<file path="config.mk">
export PLATFORM = sky130hd
export DESIGN_NAME = prog_clk_div
export DESIGN_NICKNAME = d
export VERILOG_FILES = /design/src/rtl/clk_div_pkg.sv /design/src/rtl/clk_div_core.sv /design/src/rtl/prog_clk_div.sv
export SDC_FILE = /design/constraint.sdc
export NUM_CORES = 1
export LEC_CHECK = 0
export CORE_MARGIN = 2
export CORE_UTILIZATION = 50
export DETAILED_ROUTE_END_ITERATION = 8
export PLACE_DENSITY = 0.75
export SYNTH_ARGS = -nofsm -noshare
export SYNTH_HDL_FRONTEND = slang
export SYNTH_HIERARCHICAL = 1
export SYNTH_SLANG_ARGS = --single-unit
</file>
<file path="constraint.sdc">
create_clock -name clk -period 5.7 [get_ports clk]
set_input_delay 0.855 -clock clk [delete_from_list [all_inputs] [get_ports clk]]
set_output_delay 0.855 -clock clk [all_outputs]
set_load 0.005 [all_outputs]
</file>
<file path="src/rtl/clk_div_pkg.sv">
`default_nettype none
// ============================================================================
// clk_div_pkg : shared constants, FSM state type and high-phase helper
// Revision    : 1.0
// ============================================================================
package clk_div_pkg;

    localparam int DIV_W_DEF = 16;
    localparam int MIN_DIV   = 2;

    typedef enum logic [1:0] {
        IDLE = 2'd0,
        RUN  = 2'd1,
        STOP = 2'd2
    } state_t;

    // M/2 for even M and (M-1)/2 for odd M are both a right shift.
    function automatic logic [31:0] half_len(input logic [31:0] m);
        return m >> 1;
    endfunction

endpackage
`default_nettype wire

</file>
<file path="src/rtl/clk_div_core.sv">
`default_nettype none
// ============================================================================
// clk_div_core : period counter, q1/q2 output flops, tick and odd/even select
// Revision     : 1.0
// ============================================================================
module clk_div_core
    import clk_div_pkg::*;
#(
    parameter int DIV_W = DIV_W_DEF
) (
    input  logic             clk,
    input  logic             rst,
    input  logic [DIV_W-1:0] i_cur_div,
    input  logic             i_running_nxt,
    output logic             o_wrap,
    output logic             o_tick,
    output logic             o_clk_out
);

    logic [DIV_W-1:0] r_count;
    logic             r_run;
    logic             r_q1;
    logic             r_q2;
    logic             r_tick;
    logic [DIV_W-1:0] w_count_nxt;
    logic [DIV_W-1:0] w_half;
    logic             w_wrap;

    assign w_half = DIV_W'(half_len(32'(i_cur_div)));
    assign w_wrap = r_run && (r_count == i_cur_div - DIV_W'(1));

    // A fresh start or a wrap both begin the period at count 0.
    always_comb begin
        w_count_nxt = '0;
        if (i_running_nxt && r_run && !w_wrap) begin
            w_count_nxt = r_count + DIV_W'(1);
        end
    end

    always_ff @(posedge clk or posedge rst) begin
        if (rst) begin
            r_count <= '0;
            r_run   <= 1'b0;
            r_q1    <= 1'b0;
            r_tick  <= 1'b0;
        end else begin
            r_count <= w_count_nxt;
            r_run   <= i_running_nxt;
            r_q1    <= i_running_nxt && (w_count_nxt < w_half);
            r_tick  <= i_running_nxt && (w_count_nxt == '0);
        end
    end

    // Half-cycle extension of the high phase for odd divisors.
    always_ff @(negedge clk or posedge rst) begin
        if (rst) begin
            r_q2 <= 1'b0;
        end else begin
            r_q2 <= r_q1;
        end
    end

    assign o_wrap    = w_wrap;
    assign o_tick    = r_tick;
    assign o_clk_out = i_cur_div[0] ? (r_q1 | r_q2) : r_q1;

endmodule
`default_nettype wire

</file>
<file path="src/rtl/prog_clk_div.sv">
`default_nettype none
// ============================================================================
// prog_clk_div : runtime-programmable integer clock divider (f(clk)/M)
// Revision     : 1.0
// ============================================================================
module prog_clk_div
    import clk_div_pkg::*;
#(
    parameter int DIV_W    = DIV_W_DEF,
    parameter int DIV_RST  = 4,
    parameter int START_EN = 0
) (
    input  logic             clk,
    input  logic             rst,
    input  logic             en,
    input  logic [DIV_W-1:0] div_in,
    input  logic             div_valid,
    output logic             div_ready,
    output logic             div_err,
    output logic [DIV_W-1:0] cur_div,
    output logic             running,
    output logic             tick,
    output logic             clk_out
);

    state_t           r_state;
    state_t           w_state_nxt;
    logic             w_run_req;
    logic             w_running_nxt;
    logic             w_wrap;
    logic             w_xfer;
    logic             w_bad;
    logic [DIV_W-1:0] r_cur_div;
    logic [DIV_W-1:0] r_pend;
    logic             r_pend_full;
    logic             r_err;

    assign w_run_req = en || (START_EN != 0);
    assign w_xfer    = div_valid && !r_pend_full;
    assign w_bad     = div_in < DIV_W'(MIN_DIV);

    always_ff @(posedge clk or posedge rst) begin
        if (rst) begin
            r_state <= IDLE;
        end else begin
            r_state <= w_state_nxt;
        end
    end

    // Losing the run request exactly on the wrap ends the period cleanly.
    always_comb begin
        w_state_nxt = r_state;
        case (r_state)
            IDLE: if (w_run_req) w_state_nxt = RUN;
            RUN:  if (!w_run_req) w_state_nxt = w_wrap ? IDLE : STOP;
            STOP: begin
                if (w_run_req)   w_state_nxt = RUN;
                else if (w_wrap) w_state_nxt = IDLE;
            end
            default: w_state_nxt = IDLE;
        endcase
    end

    always_comb begin
        running       = (r_state != IDLE);
        w_running_nxt = (w_state_nxt != IDLE);
    end

    // Divisors offered while running wait in r_pend until the period boundary.
    always_ff @(posedge clk or posedge rst) begin
        if (rst) begin
            r_cur_div   <= DIV_W'(DIV_RST);
            r_pend      <= '0;
            r_pend_full <= 1'b0;
            r_err       <= 1'b0;
        end else begin
            r_err <= w_xfer && w_bad;
            if (w_xfer && !w_bad) begin
                if (r_state == IDLE) begin
                    r_cur_div <= div_in;
                end else begin
                    r_pend      <= div_in;
                    r_pend_full <= 1'b1;
                end
            end
            if (w_wrap && r_pend_full) begin
                r_cur_div   <= r_pend;
                r_pend_full <= 1'b0;
            end
        end
    end

    clk_div_core #(
        .DIV_W (DIV_W)
    ) u_core (
        .clk           (clk),
        .rst           (rst),
        .i_cur_div     (r_cur_div),
        .i_running_nxt (w_running_nxt),
        .o_wrap        (w_wrap),
        .o_tick        (tick),
        .o_clk_out     (clk_out)
    );

    assign div_ready = !r_pend_full;
    assign div_err   = r_err;
    assign cur_div   = r_cur_div;

endmodule
`default_nettype wire

</file>
# [After elaboration in Yosys (flattened, before gate mapping)]
# Index checks and enable logic that the tools add are counted.
[totals] register_bits=56 output_inout_bits=21 mem_bits_rw=0 rom_bits=0 elab_cells=55 memories=0 latch_bits=0
[op_classes] bitwise=2 magnitude_cmp=2 mux=14 shift=0 div_mod_pow=0 add_sub_neg=2 eq_ne=4 mul=0 reduce_logical=21
[op_table] cell="16-bit 2-to-1 mux" n=4
[op_table] cell="16-bit by 1-bit adder with 16-bit output, second input constant" n=1
[op_table] cell="16-bit equality test" n=1
[op_table] cell="16-bit zero test" n=1
[op_table] cell="16-bit by 15-bit less-than comparator with 1-bit output" n=1
[op_table] cell="16-bit by 2-bit less-than comparator with 1-bit output, second input constant" n=1
[op_table] cell="16-bit by 1-bit subtractor with 16-bit output, second input constant" n=1
[op_table] cell="2-bit 2-to-1 mux" n=5
[op_table] cell="1-bit logical AND" n=9
[op_table] cell="2-bit nonzero test" n=4
[op_table] cell="2-bit case mux with 3 select lines" n=1
[op_table] cell="2-bit AND reduction" n=3
[op_table] cell="1-bit 2-to-1 mux" n=4
[op_table] cell="1-bit zero test" n=3
[op_table] cell="2-bit by 1-bit equality test with 1-bit output, second input constant" n=1
[op_table] cell="2-bit equality test, second input constant" n=1
[op_table] cell="2-bit zero test" n=1
[op_table] cell="2-bit by 1-bit inequality test with 1-bit output, second input constant" n=1
[op_table] cell="1-bit NOT" n=1
[op_table] cell="1-bit OR" n=1

# [Depth between registers and ports, before layout]
# Gate-level depths: netlist (run 1).
[logic_depth] word_depth=12 mapped_depth=20 depth_no_buf=18

# [Cells and area by module]
# The synthesis (run 1) kept the hierarchy.
[modules_own_cells] mod="clk_div_core" n_inst=1 cells_per_inst=245 area_each_um2=2075.7 seq_area_each_um2=500.5
[modules_own_cells] mod="prog_clk_div" n_inst=1 cells_per_inst=127 area_each_um2=1587.8 seq_area_each_um2=902.1

==> flow_summary.toml, run 1 <==
[clock_tree]
root_buffer = "clkbuf_8"
cts_hold_buf = 0
path_clk_slew_ns = 0.11
numCtsBuffers = 5
post-cts-setup-buffers = 0
clkSinkCount = 56
cts_htree_levels = 2
cts_max_path_buffers = 2
clk_latency_ns = 0.31
cts.repair.resized = 0
cts_tree = "done"

[floorplanning]
die_h_um = 89.60
core_um2 = 7176
dieArea_um2 = 8028
io_pins = 41
rows = 31
start_util = 0.5105
fp.dieW_um = 89.60

[placement]
portBuffers = 40
place_area_um2 = 4078
dp_hpwl_mm = 6.399
place.gp.congestion = 0.8607

[power_and_ir_drop]
ir_worst_vdd_uv = 92.37
power_density_nw_per_um2 = 188.6
clockPowerShare = 0.290
p_seq_frac = 0.554
combPwrFrac = 0.155
power_leakage_nw = 1.864
power_mw = 0.7862
netSwitchingFraction = 0.2813
internal-power_mw = 0.5651
netSwitchingPower_mw = 0.2211

[synth]
synth_nets = 408
synth_xor_area_frac = 0.09495
synth_area_per_cell_um2 = 9.848
synth-edff-count = 0
async_flop_share = 1.000
synth.area.top_cells = "dfrtp_1, xnor2_1, ha_1"
synth_mux_area_frac = 0.06387
yosysWarnings = 6
synth-seq-area-share = 0.3829
synth_fa_ha_area_frac = 0.05464
synth-compound-area-share = 0.1438
ys.flop_type = "dfrtp_1"
syn-instance-count = 372
synth_top_cell_area_share = 0.3689
synthSimpleGateAreaFrac = 0.1960
synth_top_area_cell = "dfrtp_1"
synthDistinctLibCells = 66
ys_ff_latch = 56
synth_area_um2 = 3664
synth_top_family_by_area = "simple AND/OR/NAND/NOR gates"

[job]
max_cap_viol_count = 0

[grt]
grt_use_total = 0.2317
grt_max_degree = 37
grt_antenna_before_repair = 0
global_route.overflow_total = 0
grt_pass1_wl_mm = 14.45
grt_pass1_vias = 2932

[detailed_routing]
ant_nets = 0
num_vias = 2957
wl_per_cell_um = 17.07
dr.pass1.iters = 4
first_iter_violations = 210
viasPerCell = 5.855
drc = 0
wirelength_mm = 8.622

[sta]
finClkSkew_ns = 0.009564
rsz0062_at_grt = "no"
worst_pin_slew_ns = 0.8874
relSlewSlack = 0.4059
final.setup.tns_ns = 0
setup-violations-final = 0
hold_viol_final = 0
slew_violations = 0

[final_layout]
final_nets = 441
fin_util = 0.5808
fill_cells = 634
mostFrequentLayoutCell = "dfrtp_1"
fin_area_um2 = 4168
drive_gt1_frac = 0.1059
mostFrequentLayoutCells = "dfrtp_1, clkdlybuf4s50_1, nand2_1, inv_1"
syn2layout_area_growth_pct = 13.76
diodes = 0

[min_path]
holdCritPathClass = "reg -> reg"

[worst_setup_path]
arrival_ns = 4.14
end_kind = "output port"
criticalPathCategory = "reg -> out"
startpoint_type = "flip-flop"
worstPathMaxFanout = 1
required_ns = 4.85
reg2reg_slack_ns = 0.93

[outcome]
status = "finished, final reports clean"
==> kinds of logic (layout without fill, tap and decap cells) <==
family / Yosys count / in the layout
compound gates: 77 / 77
mux: 18 / 18
xor+xnor: 38 / 38
simple gates: 124 / 124
fa+ha+maj: 16 / 16
buf+inv: 43 / 77
flops: 56 / 56
==> layout make-up <==
type | instances | area, µm² | share of cell area
repair buffers | 44 | 430.4 | 0.1033
clock inverters | 2 | 17.52 | 0.004203
clock buffers | 6 | 72.57 | 0.01741
well taps | 99 | 123.9 | 0.02972
inverters | 25 | 93.84 | 0.02252
flip-flops and latches | 56 | 1403 | 0.3365
multi-input cells | 273 | 2027 | 0.4863
==> per-stage QoR <==
step                hold WS [ns]  setup WS (ns)  instances
floorplan                 0.4673         0.4953        372
global placement          0.4830          1.036        497
detailed placement        0.4936          1.028        497
CTS                       0.5207         0.6975        505
global route              0.5267         0.5789        505
finish                    0.5178         0.7044        505
==> critical path: stages (launching register included) <==
cell             delay (ns)
dfrtn_1                0.39
a21o_1                 0.11
clkdlybuf4s50_1        0.49
==> state kept, by name (all words and copies together) (netlist names) <==
register and cells:
r_pend_full 1, u_core/o_tick 1, div_err 1, u_core/r_count 16
u_core/r_q2 1, r_pend 16, r_state 2, u_core/r_run 1
u_core/r_q1 1, cur_div 16
==> power groups by stage <==
stage                     registers [mW]  clock network [mW]  logic, mW
after floorplan                    0.437                   0     0.0683
after global placement             0.443                   0      0.120
after detailed placement           0.443                   0      0.121
after CTS                          0.436               0.236      0.122
after global routing               0.439               0.250      0.135
final                              0.436               0.228      0.122
==> routing by layer <==
| metal | up-vias | part of all wire | GRT usage | routed length (µm) |
|---|---|---|---|---|
| li1 | 1413 | - | - | - |
| met1 | 1441 | 0.45 | 0.3205 | 3917 |
| met5 | - | 0 | 0 | 0 |
| met4 | 0 | 0.011 | 0.04749 | 95 |
| met2 | 95 | 0.49 | 0.3917 | 4201 |
| met3 | 8 | 0.047 | 0.03108 | 407 |
==> Yosys cell counts, types with 7 or more instances <==
master and count:
mux2_4 9, nor2_1 15, nor3_1 19, o21ai_0 23
dfrtp_1 54, mux2_2 7, inv_1 25, a22oi_1 15
ha_1 16, nand4_1 12, nand3_1 8, nand2_1 30
xor2_1 14, xnor2_1 23
==> path summary, 6_finish.rpt <==
check	start	to	cells after the start
max	u_core/r_q2$_DFF_NP0_	clk_out	2
min	r_pend[7]$_DFFE_PP0P_	r_pend[7]$_DFFE_PP0P_	1
max reg2reg	cur_div[3]$_DFFE_PP0P_	u_core/r_q1$_DFF_PP0_	16
min reg2reg	r_pend[7]$_DFFE_PP0P_	r_pend[7]$_DFFE_PP0P_	1
max in group asynchronous	rst	u_core/r_q2$_DFF_NP0_	3
min in group asynchronous	rst	u_core/r_count[11]$_DFF_PP0_	3
(Power assumes the default switching activity.)
==> run 2: changes to the inputs <==
- CTS_BUF_LIST: default -> sky130_fd_sc_hd__clkbuf_4 sky130_fd_sc_hd__clkbuf_8 sky130_fd_sc_hd__clkbuf_16
==> flow_summary.toml, run 2 (synthesis gave the netlist of run 1 again) <==
[outcome]
status = "finished, final reports clean"

[placement]
place_area_um2 = 4078
portBuffers = 40
post-place-cells = 497
dp_hpwl_mm = 6.399
place.gp.congestion = 0.8607
post-place-ws_ns = 1.028

[power_and_ir_drop]
power_mw = 0.7915
combPwrFrac = 0.155
ir_worst_vdd_uv = 92.33
power_density_nw_per_um2 = 189.7
netSwitchingPower_mw = 0.2216
netSwitchingFraction = 0.2800
p_seq_frac = 0.551
power_leakage_nw = 1.867
clockPowerShare = 0.295
internal-power_mw = 0.5699

[final_layout]
fin_util = 0.5813
diodes = 0
mostFrequentLayoutCells = "dfrtp_1, clkdlybuf4s50_1, nand2_1, inv_1"
fin_area_um2 = 4172
mostFrequentLayoutCell = "dfrtp_1"
drive_gt1_frac = 0.1084
fin_cells = 505
syn2layout_area_growth_pct = 13.87
final_nets = 441

[sta]
worst_pin_slew_ns = 0.8845
slew_violations = 0
holdWs_ns = 0.5179
rsz0062_at_grt = "no"
hold_viol_final = 0
setup-violations-final = 0
relSlewSlack = 0.4078
final.setup.tns_ns = 0
finClkSkew_ns = 0.008543
worst_slack_ns = 0.7045

[detailed_routing]
ant_nets = 0
num_vias = 2960
wirelength_mm = 8.641
first_iter_violations = 222
wl_per_cell_um = 17.11
viasPerCell = 5.861
drc = 0
dr.pass1.iters = 4

[floorplanning]
core_um2 = 7176
rows = 31
dieArea_um2 = 8028
start_util = 0.5105
die_h_um = 89.60
fp.dieW_um = 89.60
io_pins = 41

[clock_tree]
cts_tree = "done"
cts_hold_buf = 0
cts_htree_levels = 2
path_clk_slew_ns = 0.11
cts.repair.resized = 0
numCtsBuffers = 5
root_buffer = "clkbuf_8"
clkSinkCount = 56
clk_latency_ns = 0.31
post-cts-setup-buffers = 0
cts_max_path_buffers = 2

[job]
max_cap_viol_count = 0

[worst_setup_path]
criticalPathCategory = "reg -> out"
arrival_ns = 4.14
cp-endpoint = "clk_out"
end_kind = "output port"
required_ns = 4.85
worstPathMaxFanout = 1
reg2reg_depth = 16
rr_endpoint = "u_core/r_q1$_DFF_PP0_"
worstReg2RegStart = "cur_div[3]$_DFFE_PP0P_"
crit_path_start = "u_core/r_q2$_DFF_NP0_"
startpoint_type = "flip-flop"
reg2reg_slack_ns = 0.93

[grt]
grt_max_degree = 37
grt_use_total = 0.2319
grt_antenna_before_repair = 0
grt_pass1_vias = 2933
grt_pass1_wl_mm = 14.46
global_route.overflow_total = 0

[min_path]
holdCritPathClass = "reg -> reg"
-- run 2: layout make-up --
type                       instances  area [µm²]
multi-input combinational        273        2027
clock inverter                     2       17.52
timing repair buffer              44       430.4
fill                             634        3004
sequential                        56        1403
tap                               99       123.9
inverter                          25       93.84
clock buffer                       6       76.32
-- run 2: power groups by stage --
stage / logic, mW / registers [mW] / clock network, mW
5_1_grt: 0.135 / 0.439 / 0.256
3_3_place_gp: 0.120 / 0.443 / 0
6_report: 0.122 / 0.436 / 0.233
3_5_place_dp: 0.121 / 0.443 / 0
4_1_cts: 0.122 / 0.436 / 0.241
2_1_floorplan: 0.0683 / 0.437 / 0
-- run 2: worst min-delay path by stage --
stage / from / end / slack [ns] / depth (start not counted)
6_report: r_pend[7]$_DFFE_PP0P_ / r_pend[7]$_DFFE_PP0P_ / 0.52 / 1
5_1_grt: r_pend[6]$_DFFE_PP0P_ / r_pend[6]$_DFFE_PP0P_ / 0.53 / 1
4_1_cts: r_pend[6]$_DFFE_PP0P_ / r_pend[6]$_DFFE_PP0P_ / 0.52 / 1
3_5_place_dp: r_pend[6]$_DFFE_PP0P_ / r_pend[6]$_DFFE_PP0P_ / 0.49 / 1
3_3_place_gp: r_pend[9]$_DFFE_PP0P_ / cur_div[9]$_DFFE_PP0P_ / 0.48 / 2
2_1_floorplan: r_pend[10]$_DFFE_PP0P_ / cur_div[10]$_DFFE_PP0P_ / 0.47 / 2
-- run 2: critical path, cell delays in order, from the launching register on --
cell	delay, ns
dfrtn_1	0.39
a21o_1	0.11
clkdlybuf4s50_1	0.49
-- run 2: routing by layer --
layer / wire (µm) / vias to the layer above / track usage / part of all wire
met5: 0 / - / 0 / 0
met2: 4205 / 90 / 0.3917 / 0.49
met1: 3955 / 1449 / 0.3211 / 0.46
met3: 384 / 8 / 0.03108 / 0.044
li1: - / 1413 / - / -
met4: 95 / 0 / 0.04749 / 0.011
